<file path="config.mk">
export PLATFORM = sky130hd
export DESIGN_NAME = craps_round_sequencer
export DESIGN_NICKNAME = d
export VERILOG_FILES = /design/src/rtl/craps_round_sequencer.sv
export SDC_FILE = /design/constraint.sdc
export NUM_CORES = 1
export LEC_CHECK = 0
export CAP_MARGIN = 5
export CORE_UTILIZATION = 50
export CTS_CLUSTER_DIAMETER = 200
export DETAILED_ROUTE_END_ITERATION = 16
export GPL_TIMING_DRIVEN = 0
export PLACE_DENSITY = 0.77
export SLEW_MARGIN = 20
export SYNTH_ARGS = -nofsm -noshare
export SYNTH_HDL_FRONTEND = slang
export SYNTH_SLANG_ARGS = --single-unit
</file>
<file path="constraint.sdc">
create_clock -name clk -period 5.1 [get_ports clk]
set_input_delay 1.02 -clock clk [delete_from_list [all_inputs] [get_ports clk]]
set_output_delay 1.02 -clock clk [all_outputs]
set_load 0.02 [all_outputs]
</file>
<file path="src/rtl/craps_round_sequencer.sv">
// One craps round: roll-button edge detect, dice req/ack handshake, come-out/point
// resolution, timed WIN/LOSE display and saturating win/loss tallies.
module craps_round_sequencer #(
    parameter int CNT_W        = 8,
    parameter int HOLD_CYCLES  = 4,
    parameter int DICE_TIMEOUT = 255
) (
    input  logic             clk,
    input  logic             reset,
    input  logic             roll,
    output logic             dice_req,
    input  logic             dice_ack,
    input  logic [2:0]       die_a,
    input  logic [2:0]       die_b,
    output logic [3:0]       sum,
    output logic [3:0]       point,
    output logic [1:0]       op,
    output logic             busy,
    output logic             err,
    output logic [CNT_W-1:0] win_count,
    output logic [CNT_W-1:0] loss_count
);

    typedef enum logic [1:0] {
        ST_IDLE  = 2'd0,
        ST_REQ   = 2'd1,
        ST_POINT = 2'd2,
        ST_HOLD  = 2'd3
    } state_t;

    localparam logic [1:0] OP_INIT   = 2'b00;
    localparam logic [1:0] OP_REROLL = 2'b01;
    localparam logic [1:0] OP_WIN    = 2'b10;
    localparam logic [1:0] OP_LOSE   = 2'b11;

    localparam int TMR_W = $clog2(DICE_TIMEOUT + 1);
    localparam int HLD_W = $clog2(HOLD_CYCLES + 1);
    localparam logic [TMR_W-1:0] TMR_LAST = TMR_W'(DICE_TIMEOUT - 1);
    localparam logic [HLD_W-1:0] HLD_LAST = HLD_W'(HOLD_CYCLES - 1);
    localparam logic [CNT_W-1:0] CNT_MAX  = {CNT_W{1'b1}};

    function automatic logic die_legal(input logic [2:0] d);
        return (d != 3'd0) && (d != 3'd7);
    endfunction

    function automatic logic [CNT_W-1:0] sat_inc(input logic [CNT_W-1:0] v);
        return (v == CNT_MAX) ? v : v + CNT_W'(1);
    endfunction

    state_t             state_q, state_d;
    logic               phase_q, phase_d;     // 0 = come-out, 1 = point
    logic               roll_q;
    logic               dice_req_q, dice_req_d;
    logic [TMR_W-1:0]   timer_q, timer_d;
    logic [HLD_W-1:0]   hold_q, hold_d;
    logic [3:0]         sum_q, sum_d;
    logic [3:0]         point_q, point_d;
    logic [1:0]         op_q, op_d;
    logic               busy_q, busy_d;
    logic               err_q, err_d;
    logic [CNT_W-1:0]   win_q, win_d;
    logic [CNT_W-1:0]   loss_q, loss_d;
    logic               rise_s;
    logic [3:0]         roll_sum_s;
    state_t             back_state_s;

    assign rise_s       = roll & ~roll_q;
    assign roll_sum_s   = {1'b0, die_a} + {1'b0, die_b};
    assign back_state_s = phase_q ? ST_POINT : ST_IDLE;

    // Next-state, round resolution and output register inputs
    always_comb begin
        state_d    = state_q;
        phase_d    = phase_q;
        dice_req_d = dice_req_q;
        timer_d    = timer_q;
        hold_d     = hold_q;
        sum_d      = sum_q;
        point_d    = point_q;
        op_d       = op_q;
        err_d      = 1'b0;
        win_d      = win_q;
        loss_d     = loss_q;
        case (state_q)
            ST_IDLE, ST_POINT: begin
                if (rise_s) begin
                    state_d    = ST_REQ;
                    phase_d    = (state_q == ST_POINT);
                    dice_req_d = 1'b1;
                    timer_d    = '0;
                end else begin
                    state_d = state_q;
                end
            end
            ST_REQ: begin
                // ack is checked first so it wins over a same-cycle timeout
                if (dice_ack) begin
                    dice_req_d = 1'b0;
                    if (!die_legal(die_a) || !die_legal(die_b)) begin
                        err_d   = 1'b1;
                        state_d = back_state_s;
                    end else begin
                        sum_d = roll_sum_s;
                        if ((!phase_q && (roll_sum_s == 4'd7 || roll_sum_s == 4'd11)) ||
                            (phase_q && (roll_sum_s == point_q))) begin
                            op_d    = OP_WIN;
                            state_d = ST_HOLD;
                            hold_d  = '0;
                            win_d   = sat_inc(win_q);
                        end else if ((!phase_q && (roll_sum_s == 4'd2 || roll_sum_s == 4'd3 ||
                                                   roll_sum_s == 4'd12)) ||
                                     (phase_q && (roll_sum_s == 4'd7))) begin
                            op_d    = OP_LOSE;
                            state_d = ST_HOLD;
                            hold_d  = '0;
                            loss_d  = sat_inc(loss_q);
                        end else begin
                            op_d    = OP_REROLL;
                            state_d = ST_POINT;
                            point_d = phase_q ? point_q : roll_sum_s;
                        end
                    end
                end else if (timer_q == TMR_LAST) begin
                    dice_req_d = 1'b0;
                    err_d      = 1'b1;
                    state_d    = back_state_s;
                end else begin
                    timer_d = timer_q + TMR_W'(1);
                end
            end
            ST_HOLD: begin
                if (hold_q == HLD_LAST) begin
                    state_d = ST_IDLE;
                    op_d    = OP_INIT;
                    point_d = 4'd0;
                end else begin
                    hold_d = hold_q + HLD_W'(1);
                end
            end
            default: begin
                state_d = ST_IDLE;
            end
        endcase
        busy_d = (state_d == ST_REQ) || (state_d == ST_HOLD);
    end

    // State and output registers with synchronous reset
    always_ff @(posedge clk) begin
        if (reset) begin
            state_q    <= ST_IDLE;
            phase_q    <= 1'b0;
            roll_q     <= 1'b0;
            dice_req_q <= 1'b0;
            timer_q    <= '0;
            hold_q     <= '0;
            sum_q      <= 4'd0;
            point_q    <= 4'd0;
            op_q       <= OP_INIT;
            busy_q     <= 1'b0;
            err_q      <= 1'b0;
            win_q      <= '0;
            loss_q     <= '0;
        end else begin
            state_q    <= state_d;
            phase_q    <= phase_d;
            roll_q     <= roll;
            dice_req_q <= dice_req_d;
            timer_q    <= timer_d;
            hold_q     <= hold_d;
            sum_q      <= sum_d;
            point_q    <= point_d;
            op_q       <= op_d;
            busy_q     <= busy_d;
            err_q      <= err_d;
            win_q      <= win_d;
            loss_q     <= loss_d;
        end
    end

    assign dice_req   = dice_req_q;
    assign sum        = sum_q;
    assign point      = point_q;
    assign op         = op_q;
    assign busy       = busy_q;
    assign err        = err_q;
    assign win_count  = win_q;
    assign loss_count = loss_q;

endmodule

</file>
# Word-level counts from Yosys, hierarchy flattened
# Cells that the tools add are included.
dict set report totals {
  elab_cells 125
  inputBits 10
  regBits 44
  out_inout_bits 29
}
dict set report op_classes {
  reduce_logical 32
  n_mux 39
  bitwise_logic 7
  eq_ne 29
  n_addsub 5
}
# op n
set op_table {}
lappend op_table {{$add A8 B1 Y8 const B} 3}
lappend op_table {{$eq A8 B8 Y1 const B} 3}
lappend op_table {{$mux W4} 6}
lappend op_table {{$mux W8} 3}
lappend op_table {{$mux W2} 11}
lappend op_table {{$ne A2 B2 Y1 const B} 10}
lappend op_table {{$pmux W8 S2} 1}
lappend op_table {{$mux W3} 5}
lappend op_table {{$ne A3 B3 Y1 const B} 4}
lappend op_table {{$reduce_and A5 Y1} 2}
lappend op_table {{$eq A4 B2 Y1 const B} 2}
lappend op_table {{$eq A4 B4 Y1 const B} 2}
lappend op_table {{$mux W1} 8}
lappend op_table {{$pmux W4 S2} 1}
lappend op_table {{$reduce_and A4 Y1} 2}
lappend op_table {{$logic_or A1 B1 Y1} 7}
lappend op_table {{$reduce_and A7 Y1} 1}
lappend op_table {{$eq A2 B2 Y1 const B} 3}
lappend op_table {{$logic_and A1 B1 Y1} 6}
lappend op_table {{$not A1 Y1} 6}
lappend op_table {{$pmux W2 S3} 1}
lappend op_table {{$pmux W3 S2} 1}
lappend op_table {{$reduce_and A3 Y1} 2}
lappend op_table {{$reduce_and A6 Y1} 1}
lappend op_table {{other kinds (15)} 21}

# Longest topological paths before layout
dict set report depth {
  word_depth 13
  mapped_depth 11
  depth_no_buf 8
}

# Worst setup path after synthesis
# No wires, ideal clock.
dict set report synth_path {
  path_kind {input to register}
  start {input die_a[0]}
  end {register loss_q[7], in the netlist loss_count[7]}
  t_required_ns 4.977
  slack_ns 1.359
  stages 10
  n_path_buf 2
  arrival_time_ns 3.618
  setup_ns 0.123
  cell_sequence {ha_1 fa_1 buf_4 or3_4 nor4b_4 a31oi_2 or3_4 buf_6 nor4_2 mux2_1}
}
dict set report synth_between {
  elab_chain_len 7
  word_cells_on_any_way 24
  cone_classes {add/sub: 1; eq/ne: 7; bitwise: 2; reduce/logical: 14}
}
# element line
set synth_lines {}
lappend synth_lines {{from (decl)} 13} ;# input logic [2:0] die_a,
lappend synth_lines {{$add A3 B3 Y4 *} 68} ;# assign roll_sum_s = {1'b0, die_a} + {1'b0, die_b};
lappend synth_lines {{named net roll_sum_s[1]} 64} ;# logic [3:0] roll_sum_s;
lappend synth_lines {{$eq A4 B2 Y1 (tied with other cells)} 110} ;# end else if ((!phase_q && (roll_sum_s == 4'd2 || roll_sum_s == 4'd3 ||
lappend synth_lines {{$logic_or A1 B1 Y1, on equally long branches} {110, 104}}
lappend synth_lines {{$logic_or A1 B1 Y1 / $logic_and A1 B1 Y1 (equally long branches)} {110, 104}}
lappend synth_lines {{$logic_and A1 B1 Y1 / $logic_or A1 B1 Y1 (equally long branches)} {110, 104}}
lappend synth_lines {{$logic_or A1 B1 Y1 / $not A1 Y1 (equally long branches)} n/a}
lappend synth_lines {{$reduce_and A6 Y1 (no source line) *} n/a}
lappend synth_lines {{to (signal assigned)} 176} ;# loss_q <= loss_d;
lappend synth_lines {{to (decl)} 62} ;# logic [CNT_W-1:0] loss_q, loss_d;
# Mark *: on every way through the listed nets, which the timed path passes. The rest lies on a longest branch.
# A chain may end at the register's enable or synchronous reset.

# Final worst setup path
# Same ends and word-level chain as after synthesis.

==> results by group <==
Placed design
  • Buffers on Ports: 38
  • Setup WS pre-CTS: 681 ps
  • Gpl congestion: 0.821
  • HPWL after detailed placement: 3.75 mm
  • Placed cell area: 2820 sq um
  • Placed Instances: 367

CTS
  • CTS max path bufs: 2
  • Worst-path clk slew: 70 ps
  • Worst-skew pair later-pin latency: 300 ps
  • Clock H-tree levels: 2
  • Post-CTS Setup Inserts: 0
  • Num CTS Buffers: 5
  • Clock root buffer: clkbuf_8
  • CTS resizes: 0
  • Post-cts hold buffer count: 0
  • Sink Count: 44
  • CTS tree: yes

Die
  • Chip width: 70.9 um
  • # IOs: 39
  • Core footprint: 4440 sq um
  • DIE HEIGHT: 70.9 um
  • Starting density of the core: 0.534
  • DIE AREA: 5020 sq um
  • Rows: 24

Logic synthesis
  • Mapped cell area: 2370 sq um
  • Count leader, synth: dfxtp_1
  • Ys async rst share: 0
  • Synth area leader: dfxtp_1
  • Share of the synthesized area in the top cell type: 0.372
  • Post-Syn Nets: between 200 and 300
  • Post-synth EDFFs: 0
  • Top cells by count, synth: 44 x dfxtp_1, 30 x nor2_1, 22 x a21oi_1
  • Synth Register Bits: 44
  • Seq/Total Area, Yosys: 0.372
  • Area contributors post-synth: dfxtp_1 37%, ha_1 4.7%, nor2_1 4.7%
  • Mean post-synth cell area: 8.56 sq um
  • Mapped Cells: 277
  • Most common flop cell mapped by yosys: dfxtp_1
  • Synth cell types: 57
  • YS warnings: 0

Critical path
  • CP Launch Point: die_a[0]
  • Crit-path cells: clkdlybuf4s50_1 > ha_1 > fa_1 > buf_4 > nor4bb_1 > nand4_1 > a31oi_1 > or2_0 > clkbuf_1 > buf_2 > nor4_2 > mux2_1
  • R2R setup slack: 2560 ps
  • Critical path arrival: approximately 4300 ps
  • Worst r2r path cells: 8
  • RR Endpoint: loss_count[7]
  • Max Fanout on Critical Path: 10
  • FF-to-FF Start: phase_q
  • Required time worst endpoint: 5280 ps
  • CP delay by family, top: buffers and inverters
  • Critical Path Max Stage Delay: 500 ps
  • Buf/Inv on CP: 4
  • Crit Path Category: in -> reg
  • CP Depth: 12
  • Critical path launch point type: input port
  • CP Capture Type: register
  • CP Capture Point: loss_count[7]
  • Max stage delay cell, worst path: fa_1

Power
  • VDD IR max: 0.184 mV
  • Leak: around 1.1 nW
  • Power per Cell Area: 243 nW/um^2

Global route
  • Initial antenna violation count: 0
  • Global route overflow: 0
  • Global-route wire length before repair: 8.72 mm
  • Largest net degree at the start of global routing: 14
  • GRT Total Usage: 0.214
  • Vias in the first global route: 1,952

Final layout
  • Fin cells: between 300 and 400
  • Nets@finish: ~340
  • Area grow syn2layout: 22.7%
  • N_diodes: 0
  • Fraction of layout cells with a size suffix above 1: 0.0805
  • Design area: 2910 sq um

STA
  • Worst hold slack: 467 ps
  • Max-slew violations: 0
  • Slew @ Worst Pin: about 700 ps
  • Final Hold Vio Count: 0
  • Relative slew margins: 0.527
  • Setup Viol. Count Final: 0
  • Final worst setup slack: ~930 ps
  • Clk_skew: 12.5 ps
  • Period Utilization, post-route: 0.817
  • RSZ-0062 raised after global routing: no
  • Crit path time final: approximately 4200 ps
  • Setup tns final: 0 ps
  • Max Clk Rate: 240 MHz

Outcome
  • Status: complete, no violations

Routing
  • DRC Markers: 0
  • Vias: approximately 2,200
  • DRT met1 WL: 2.47 mm
  • Drt first pass iters: 6
  • Met2 WL: approximately 2.4 mm
  • Via/cell ratio: 5.80
  • Iter 0 DRT Violations: around 110
  • Routed Antenna Nets: 0
  • Post-Route WL: 5.16 mm
  • Met3 wire length: 219 um
  • Routed WL per cell: 13.8 um
  • Top Metal Used: met4

Flow run
  • Max_cap viols: 0

Hold path
  • Hold Crit Class: reg -> reg
==> where the power goes <==
part	switching [W]	total, W	internal, W
Clock	0.000116	0.000226	0.000110
Combinational	0.0000709	0.000122	0.0000509
Sequential	0.00000644	0.000358	0.000351
==> layout by cell type, fill, tap and decap left out, drive strengths merged, types with 2 or more instances in the layout <==
cell type	instances
a211oi	3
a21oi	22
a31o	2
a31oi	4
and2	2
and3	3
buf	6
clkbuf	14
clkdlybuf4s50	38
dfxtp	44
ha	9
inv	10
mux2	4
mux2i	4
nand2	18
nand3	16
nand4	10
nand4b	2
nor2	30
nor2b	4
nor3	4
nor4	4
o21a	2
o21ai	10
o311ai	2
o31ai	7
or2	3
or3	8
or4	8
xnor2	2
xor2	10
==> worst min-delay path by stage <==
stage	slack, ps	end	cells after the start	start
3_5_place_dp	460	hold_q[1]	2	hold_q[1]
2_1_floorplan	440	hold_q[1]	2	hold_q[1]
4_1_cts	470	hold_q[1]	2	hold_q[1]
3_3_place_gp	450	hold_q[1]	2	hold_q[1]
5_1_grt	510	hold_q[1]	2	hold_q[1]
6_report	470	hold_q[1]	2	hold_q[1]
==> cell type report <==
cell class              instances  area, sq um
repair buffers                 38          380
clock buffers                   7         86.3
flip-flops and latches         44          881
fillers                       374         1530
clock inverters                 1         7.51
multi-input cells             210         1380
plain buffers                  13         70.1
well taps                      52         65.1
inverters                      10         37.5
==> cells by family (layout without fill, tap and decap cells) <==
kind of cell    Yosys count  in the layout  share of synthesized area
buf+inv                  23             69                     0.0454
compound gates           62             62                      0.169
xor+xnor                 12             12                     0.0475
mux                       8              8                     0.0359
flops                    44             44                      0.372
fa+ha+maj                10             10                     0.0559
simple gates            118            118                      0.275
==> stage by stage <==
stage | utilization | total power (W)
floorplan | - | 0.000446
finish | 0.655 | 0.000706
detailed placement | 0.634 | 0.000486
global placement | 0.634 | 0.000484
CTS | 0.655 | 0.000712
global route | 0.655 | 0.000737
==> registers in the layout (all words and copies together) (netlist names), 2 cells and up <==
name,cells
loss_count,8
timer_q,8
win_count,8
point,4
sum,4
hold_q,3
op,2
state_q,2
==> routing by layer <==
layer  vias to the layer above  global-route usage
met5                         -                   0
met1                      1011               0.294
li1                       1105                   -
met4                         0              0.0800
met3                         6              0.0413
met2                        52               0.335
==> worst reg2reg max path, stage by stage, from the launching register on <==
cell,delay (ps)
dfxtp_1,310
clkbuf_1,200
or3_4,380
nor4b_4,270
a31oi_2,110
or3_4,440
buf_6,150
nor4_2,220
mux2_1,340
No activity file was read; power rests on OpenSTA's default activity.
